`src/rtl/cnn_pkg.sv`:
```
// Types and constants shared between the window generator and the convolution neuron.
package cnn_pkg;

  localparam int PIX_W = 8;

  typedef logic [PIX_W-1:0] pixel_t;
  typedef pixel_t [3:0]     window_t;

  // Window slot order matches the neuron's kernel ordering.
  localparam int WIN_TL = 3;
  localparam int WIN_TR = 2;
  localparam int WIN_BL = 1;
  localparam int WIN_BR = 0;

endpackage

```
`src/rtl/conv_window_gen_if.sv`:
```
// Pixel-in / window-out bundle between image source, window generator and neuron.
interface conv_window_gen_if import cnn_pkg::*; #(
  parameter int IMG_W = 8,
  parameter int IMG_H = 8
);

  localparam int RowW = $clog2(IMG_H);
  localparam int ColW = $clog2(IMG_W);

  pixel_t          pix_in;
  logic            pix_valid;
  logic            sof;
  window_t         pixels;
  logic            win_valid;
  logic            frame_done;
  logic [RowW-1:0] win_row;
  logic [ColW-1:0] win_col;

  modport master (
    output pix_in, pix_valid, sof,
    input  pixels, win_valid, frame_done, win_row, win_col
  );

  modport slave (
    input  pix_in, pix_valid, sof,
    output pixels, win_valid, frame_done, win_row, win_col
  );

endinterface

```
`src/rtl/conv_line_buffer.sv`:
```
// One-row-plus-one shift register of accepted pixels with the three taps a 2x2 window needs.
module conv_line_buffer import cnn_pkg::*; #(
  parameter int IMG_W = 8
) (
  input  logic   clk,
  input  logic   rst,
  input  logic   i_shift_en,
  input  pixel_t i_din,
  output pixel_t o_prev,
  output pixel_t o_above,
  output pixel_t o_above_left
);

  pixel_t r_taps [IMG_W+1];

  always_ff @(posedge clk) begin
    if (rst) begin
      for (int i = 0; i <= IMG_W; i++) r_taps[i] <= '0;
    end else if (i_shift_en) begin
      r_taps[0] <= i_din;
      for (int i = 1; i <= IMG_W; i++) r_taps[i] <= r_taps[i-1];
    end
  end

  // Before the shift, tap k holds pixel i-1-k.
  assign o_prev       = r_taps[0];
  assign o_above      = r_taps[IMG_W-1];
  assign o_above_left = r_taps[IMG_W];

endmodule

```
`src/rtl/conv_window_gen.sv`:
```
// Raster pixel stream to stride-1 2x2 windows, with row/col tags and an end-of-frame pulse.
module conv_window_gen import cnn_pkg::*; #(
  parameter int IMG_W = 8,
  parameter int IMG_H = 8
) (
  input logic              clk,
  input logic              rst,
  conv_window_gen_if.slave io_bus
);

  localparam int RowW = $clog2(IMG_H);
  localparam int ColW = $clog2(IMG_W);
  localparam logic [RowW-1:0] RowLast = RowW'(IMG_H - 1);
  localparam logic [ColW-1:0] ColLast = ColW'(IMG_W - 1);

  logic [RowW-1:0] r_row;
  logic [ColW-1:0] r_col;
  logic [RowW-1:0] w_row;
  logic [ColW-1:0] w_col;
  logic            w_win;
  logic            w_last;

  pixel_t w_prev;
  pixel_t w_above;
  pixel_t w_above_left;

  window_t         r_pixels;
  logic            r_win_valid;
  logic            r_frame_done;
  logic [RowW-1:0] r_win_row;
  logic [ColW-1:0] r_win_col;

  conv_line_buffer #(
    .IMG_W (IMG_W)
  ) u_line_buffer (
    .clk          (clk),
    .rst          (rst),
    .i_shift_en   (io_bus.pix_valid),
    .i_din        (io_bus.pix_in),
    .o_prev       (w_prev),
    .o_above      (w_above),
    .o_above_left (w_above_left)
  );

  // sof relabels the incoming pixel as (0,0), abandoning any partial frame.
  always_comb begin
    w_row  = io_bus.sof ? '0 : r_row;
    w_col  = io_bus.sof ? '0 : r_col;
    w_win  = io_bus.pix_valid && (w_row != '0) && (w_col != '0);
    w_last = (w_row == RowLast) && (w_col == ColLast);
  end

  always_ff @(posedge clk) begin
    if (rst) begin
      r_row        <= '0;
      r_col        <= '0;
      r_pixels     <= '0;
      r_win_valid  <= 1'b0;
      r_frame_done <= 1'b0;
      r_win_row    <= '0;
      r_win_col    <= '0;
    end else begin
      r_win_valid  <= w_win;
      r_frame_done <= w_win && w_last;
      if (io_bus.pix_valid) begin
        if (w_col == ColLast) begin
          r_col <= '0;
          r_row <= (w_row == RowLast) ? '0 : w_row + 1'b1;
        end else begin
          r_col <= w_col + 1'b1;
          r_row <= w_row;
        end
      end
      if (w_win) begin
        r_pixels[WIN_TL] <= w_above_left;
        r_pixels[WIN_TR] <= w_above;
        r_pixels[WIN_BL] <= w_prev;
        r_pixels[WIN_BR] <= io_bus.pix_in;
        r_win_row        <= w_row;
        r_win_col        <= w_col;
      end
    end
  end

  assign io_bus.pixels     = r_pixels;
  assign io_bus.win_valid  = r_win_valid;
  assign io_bus.frame_done = r_frame_done;
  assign io_bus.win_row    = r_win_row;
  assign io_bus.win_col    = r_win_col;

endmodule

```
`src/flat_wrapper.sv`:
```
// flat-port wrapper written by rule: the top's interface ports become plain ports
module conv_window_gen_flat import cnn_pkg::*;
#(
  parameter int IMG_W = 8,
  parameter int IMG_H = 8
)
  (clk, rst, io_bus_pix_in, io_bus_pix_valid, io_bus_sof, io_bus_pixels, io_bus_win_valid, io_bus_frame_done, io_bus_win_row, io_bus_win_col);
  conv_window_gen_if #(.IMG_W(IMG_W), .IMG_H(IMG_H)) io_bus_i ();
  input logic clk;
  input logic rst;
  input wire logic [$bits(io_bus_i.pix_in)-1:0] io_bus_pix_in;
  input wire logic [$bits(io_bus_i.pix_valid)-1:0] io_bus_pix_valid;
  input wire logic [$bits(io_bus_i.sof)-1:0] io_bus_sof;
  output wire logic [$bits(io_bus_i.pixels)-1:0] io_bus_pixels;
  output wire logic [$bits(io_bus_i.win_valid)-1:0] io_bus_win_valid;
  output wire logic [$bits(io_bus_i.frame_done)-1:0] io_bus_frame_done;
  output wire logic [$bits(io_bus_i.win_row)-1:0] io_bus_win_row;
  output wire logic [$bits(io_bus_i.win_col)-1:0] io_bus_win_col;
  assign io_bus_i.pix_in = io_bus_pix_in;
  assign io_bus_i.pix_valid = io_bus_pix_valid;
  assign io_bus_i.sof = io_bus_sof;
  assign io_bus_pixels = io_bus_i.pixels;
  assign io_bus_win_valid = io_bus_i.win_valid;
  assign io_bus_frame_done = io_bus_i.frame_done;
  assign io_bus_win_row = io_bus_i.win_row;
  assign io_bus_win_col = io_bus_i.win_col;
  conv_window_gen #(.IMG_W(IMG_W), .IMG_H(IMG_H)) u_core (.clk(clk), .rst(rst), .io_bus(io_bus_i));
endmodule
```
`config.mk`:
```
export PLATFORM = sky130hd
export DESIGN_NAME = conv_window_gen_flat
export DESIGN_NICKNAME = d
export VERILOG_FILES = /design/src/rtl/cnn_pkg.sv /design/src/rtl/conv_window_gen_if.sv /design/src/rtl/conv_line_buffer.sv /design/src/rtl/conv_window_gen.sv /design/src/flat_wrapper.sv
export SDC_FILE = /design/constraint.sdc
export NUM_CORES = 1
export LEC_CHECK = 0
export ABC_AREA = 1
export BUFFER_PORTS_ARGS = -buffer_cell sky130_fd_sc_hd__buf_2
export CAP_MARGIN = 25
export CORE_MARGIN = 5
export CORE_UTILIZATION = 54
export CTS_BUF_LIST = sky130_fd_sc_hd__clkbuf_4 sky130_fd_sc_hd__clkbuf_8
export CTS_CLUSTER_SIZE = 40
export DETAILED_ROUTE_END_ITERATION = 6
export PLACE_DENSITY = 0.77
export SLEW_MARGIN = 40
export SYNTH_ARGS = -nofsm -noshare
export SYNTH_HDL_FRONTEND = slang
export SYNTH_SLANG_ARGS = --single-unit
export TNS_END_PERCENT = 50
```
`constraint.sdc`:
```
create_clock -name clk -period 2.6 [get_ports clk]
set_input_delay 0.26 -clock clk [delete_from_list [all_inputs] [get_ports clk]]
set_output_delay 0.26 -clock clk [all_outputs]
set_load 0.01 [all_outputs]
```
==> flow_metrics.tcl <==
set metrics [dict create \
    synth-edff-count 72 \
    drive_gt1_share_pct 16.7 \
    cts_resized 0 \
    worst_setup_path_start_kind "register" \
    final_max_slew_viol_count 0 \
    reg2reg_depth 10 \
    cts_setup_buffers 0 \
    drt-total-wl_mm 7.74 \
    ys_seq_area_share_pct 65.0 \
    power_mw 4.01 \
    cts_sinks 118 \
    dp.cells 668 \
    drc 0 \
    routed-wl-met2_mm 3.97 \
    vias 3216 \
    fin_tns_setup_ns 0 \
    antennaDiodeCount 0 \
    insertion_delay_ns 0.41 \
    fin_ws_ns 0.911 \
    r2r_end "u_core.io_bus.win_col[2]$_SDFFE_PP0P_" \
    worstHoldPathCells 3 \
    ios 52 \
    htree_levels 4 \
    cp-end-kind "register" \
    crit_fanout 43 \
    yosysUniqueCellTypes 19 \
    met1_length_mm 3.32 \
    synth.most_common_cell "nor2_1" \
    power.density_nw_per_um2 722 \
    wl_met3_um 383 \
    drtIter0Drc 108 \
    placed_cell_area_um2 5110 \
    ys.flop_type "edfxtp_1" \
    clk_pin_slew_ns 0.07 \
    rsz0062_at_grt "false" \
    post-route-util_pct 64.2 \
    max_cap_violations 0 \
    cts_root_buf "clkbuf_8" \
    hold_start "io_bus_pix_in[7]" \
    fin_area_um2 5550 \
    grt_remaining_overflow 0 \
    yosys_warnings 0 \
    topRoutingLayerUsed "met4" \
    reg2reg_slack_ns 0.91 \
    fin_crit_ns 1.69 \
    finalHoldViolCount 0 \
    required_ns 2.93 \
    dp_hpwl_mm 4.98 \
    outcome "finished clean" \
    synth_top_area_share_pct 45.6 \
    startpoint "u_core.r_col[0]$_SDFFE_PP0P_" \
    stdcell_count 700 \
    power.leakage_nw 2.81 \
    areaGrowthSynthToFinish_pct 17.0 \
    clk_path_buf_depth 2 \
    worstSetupPathType "register to register" \
    grt_usage_pct 14.9 \
    synth_nets 541 \
    grt_pass1_vias 3164 \
    core_um2 8640 \
    std_cell_rows 34 \
    min_path_type "primary input to register" \
    grt_pass1_wl_mm 13.2 \
    cts_tree "built" \
    pre_cts_ws_ns 0.841 \
    clock_skew_ns 0.0121 \
    drt-wirelength-per-cell_um 11.1 \
    min_to "u_core.io_bus.pixels[7]$_SDFFE_PP0P_" \
    vdd_drop_max_v 0.000473 \
    drt-pass1-iter-count 5 \
    hold-worst-slack_ns 0.0896 \
    critical_path_arrival_ns 2.02 \
    setup_viol 0 \
    die_w_um 104 \
    synth_area_per_cell_um2 9.07 \
    die_h_um 104 \
    synthesis.area_um2 4740 \
    cts_buffers 17 \
    syn-instance-count 523 \
    tightest_slew_ns 0.590 \
    grt_max_degree 44 \
    netlist.top_cell.by_area "edfxtp_1" \
    via_per_inst 4.59 \
    ctsHoldBuffers 0 \
    antenna_found_initial 0 \
    synth_common_cells "146 x nor2_1, 120 x inv_1, 89 x nand2_1" \
    nets 597 \
    gp_congestion 0.801 \
    die-area_um2 10800 \
    r2r-start "u_core.r_col[0]$_SDFFE_PP0P_" \
    slew_headroom_pct 60.5 \
    io_buffer_count 51 \
    final.period_utilization_pct 64.9 \
    fmax_mhz 592 \
    synth.area.top_cells "edfxtp_1 46%, dfxtp_1 19%, nor2_1 12%, inv_1 9.5%, nand2_1 7.0%" \
    postRouteAntennaNets 0 \
    initial_core_util_pct 54.9 \
    ys_ff_latch 118 \
    ys_async_sr_fraction_pct 0 \
]
==> layout by cell type (no fill, tap or decap) <==
cell / instances
o21ai_0: 3
edfxtp_1: 72
dfxtp_1: 46
nand4_1: 2
buf_2: 51
nand2_4: 1
clkinv_2: 5
buf_12: 3
buf_4: 4
nand2_1: 87
clkbuf_8: 19
clkbuf_4: 3
nand2_2: 4
inv_2: 2
nand3_1: 4
bufinv_16: 4
nor3_2: 1
clkinvlp_4: 1
nor2_1: 146
a21oi_1: 6
inv_1: 120
nand3_2: 1
o22ai_1: 1
ha_1: 6
==> report_power, final <==
group          internal [mW]  switching (mW)
sequential              2.06          0.0237
clock                   1.12           0.672
combinational         0.0383          0.0915
total                   3.22           0.788
==> state kept, by name, indices dropped and copies added, names as in the netlist <==
signal	cells
u_core.io_bus.pixels	32
u_core.io_bus.frame_done	1
u_core.io_bus.win_row	3
u_core.io_bus.win_valid	1
u_core.u_line_buffer.r_taps	72
u_core.r_col	3
u_core.io_bus.win_col	3
u_core.r_row	3
==> routing by layer <==
metal	vias up	GRT usage, %
li1	1657	-
met1	1494	15.9
met2	59	26.3
met3	6	6.72
met4	0	5.00
met5	-	0
==> critical path, cell delays in order (launching register included) <==
cell and delay, ns:
dfxtp_1 0.30, inv_1 0.05, nor2_1 0.24, inv_1 0.08
ha_1 0.21, nand2_2 0.10, nand3_2 0.09, buf_4 0.27
nand2_1 0.10, nand2_1 0.07, nor2_1 0.10
==> layout make-up <==
class	instances	area (um^2)
well taps	108	135
clock inverters	10	153
inverters	122	458
repair buffers	58	345
clock buffers	22	284
flip-flops and latches	118	3080
multi-input cells	262	1090
fillers	711	3090
==> cells by family (layout without fill, tap and decap cells) <==
group	count (synthesis)	in the layout	synth area share [%]
simple gates	246	246	20.1
buf+inv	143	212	12.2
fa+ha+maj	6	6	1.58
compound gates	10	10	1.08
flops	118	118	65.0
==> how the worst max path moves through the flow <==
stage                                                 endpoint  slack, ns  depth (start not counted)
3_3_place_gp   u_core.u_line_buffer.r_taps[6][6]$_SDFFCE_PN0P_       0.88                          5
3_5_place_dp   u_core.u_line_buffer.r_taps[5][6]$_SDFFCE_PN0P_       0.84                          5
5_1_grt                  u_core.io_bus.pixels[29]$_SDFFE_PP0P_       0.78                         10
2_1_floorplan  u_core.u_line_buffer.r_taps[0][0]$_SDFFCE_PN0P_       0.08                          3
4_1_cts                  u_core.io_bus.win_col[2]$_SDFFE_PP0P_       0.91                         10
6_report                 u_core.io_bus.win_col[2]$_SDFFE_PP0P_       0.91                         10
No activity file was read; power rests on OpenSTA's default activity.
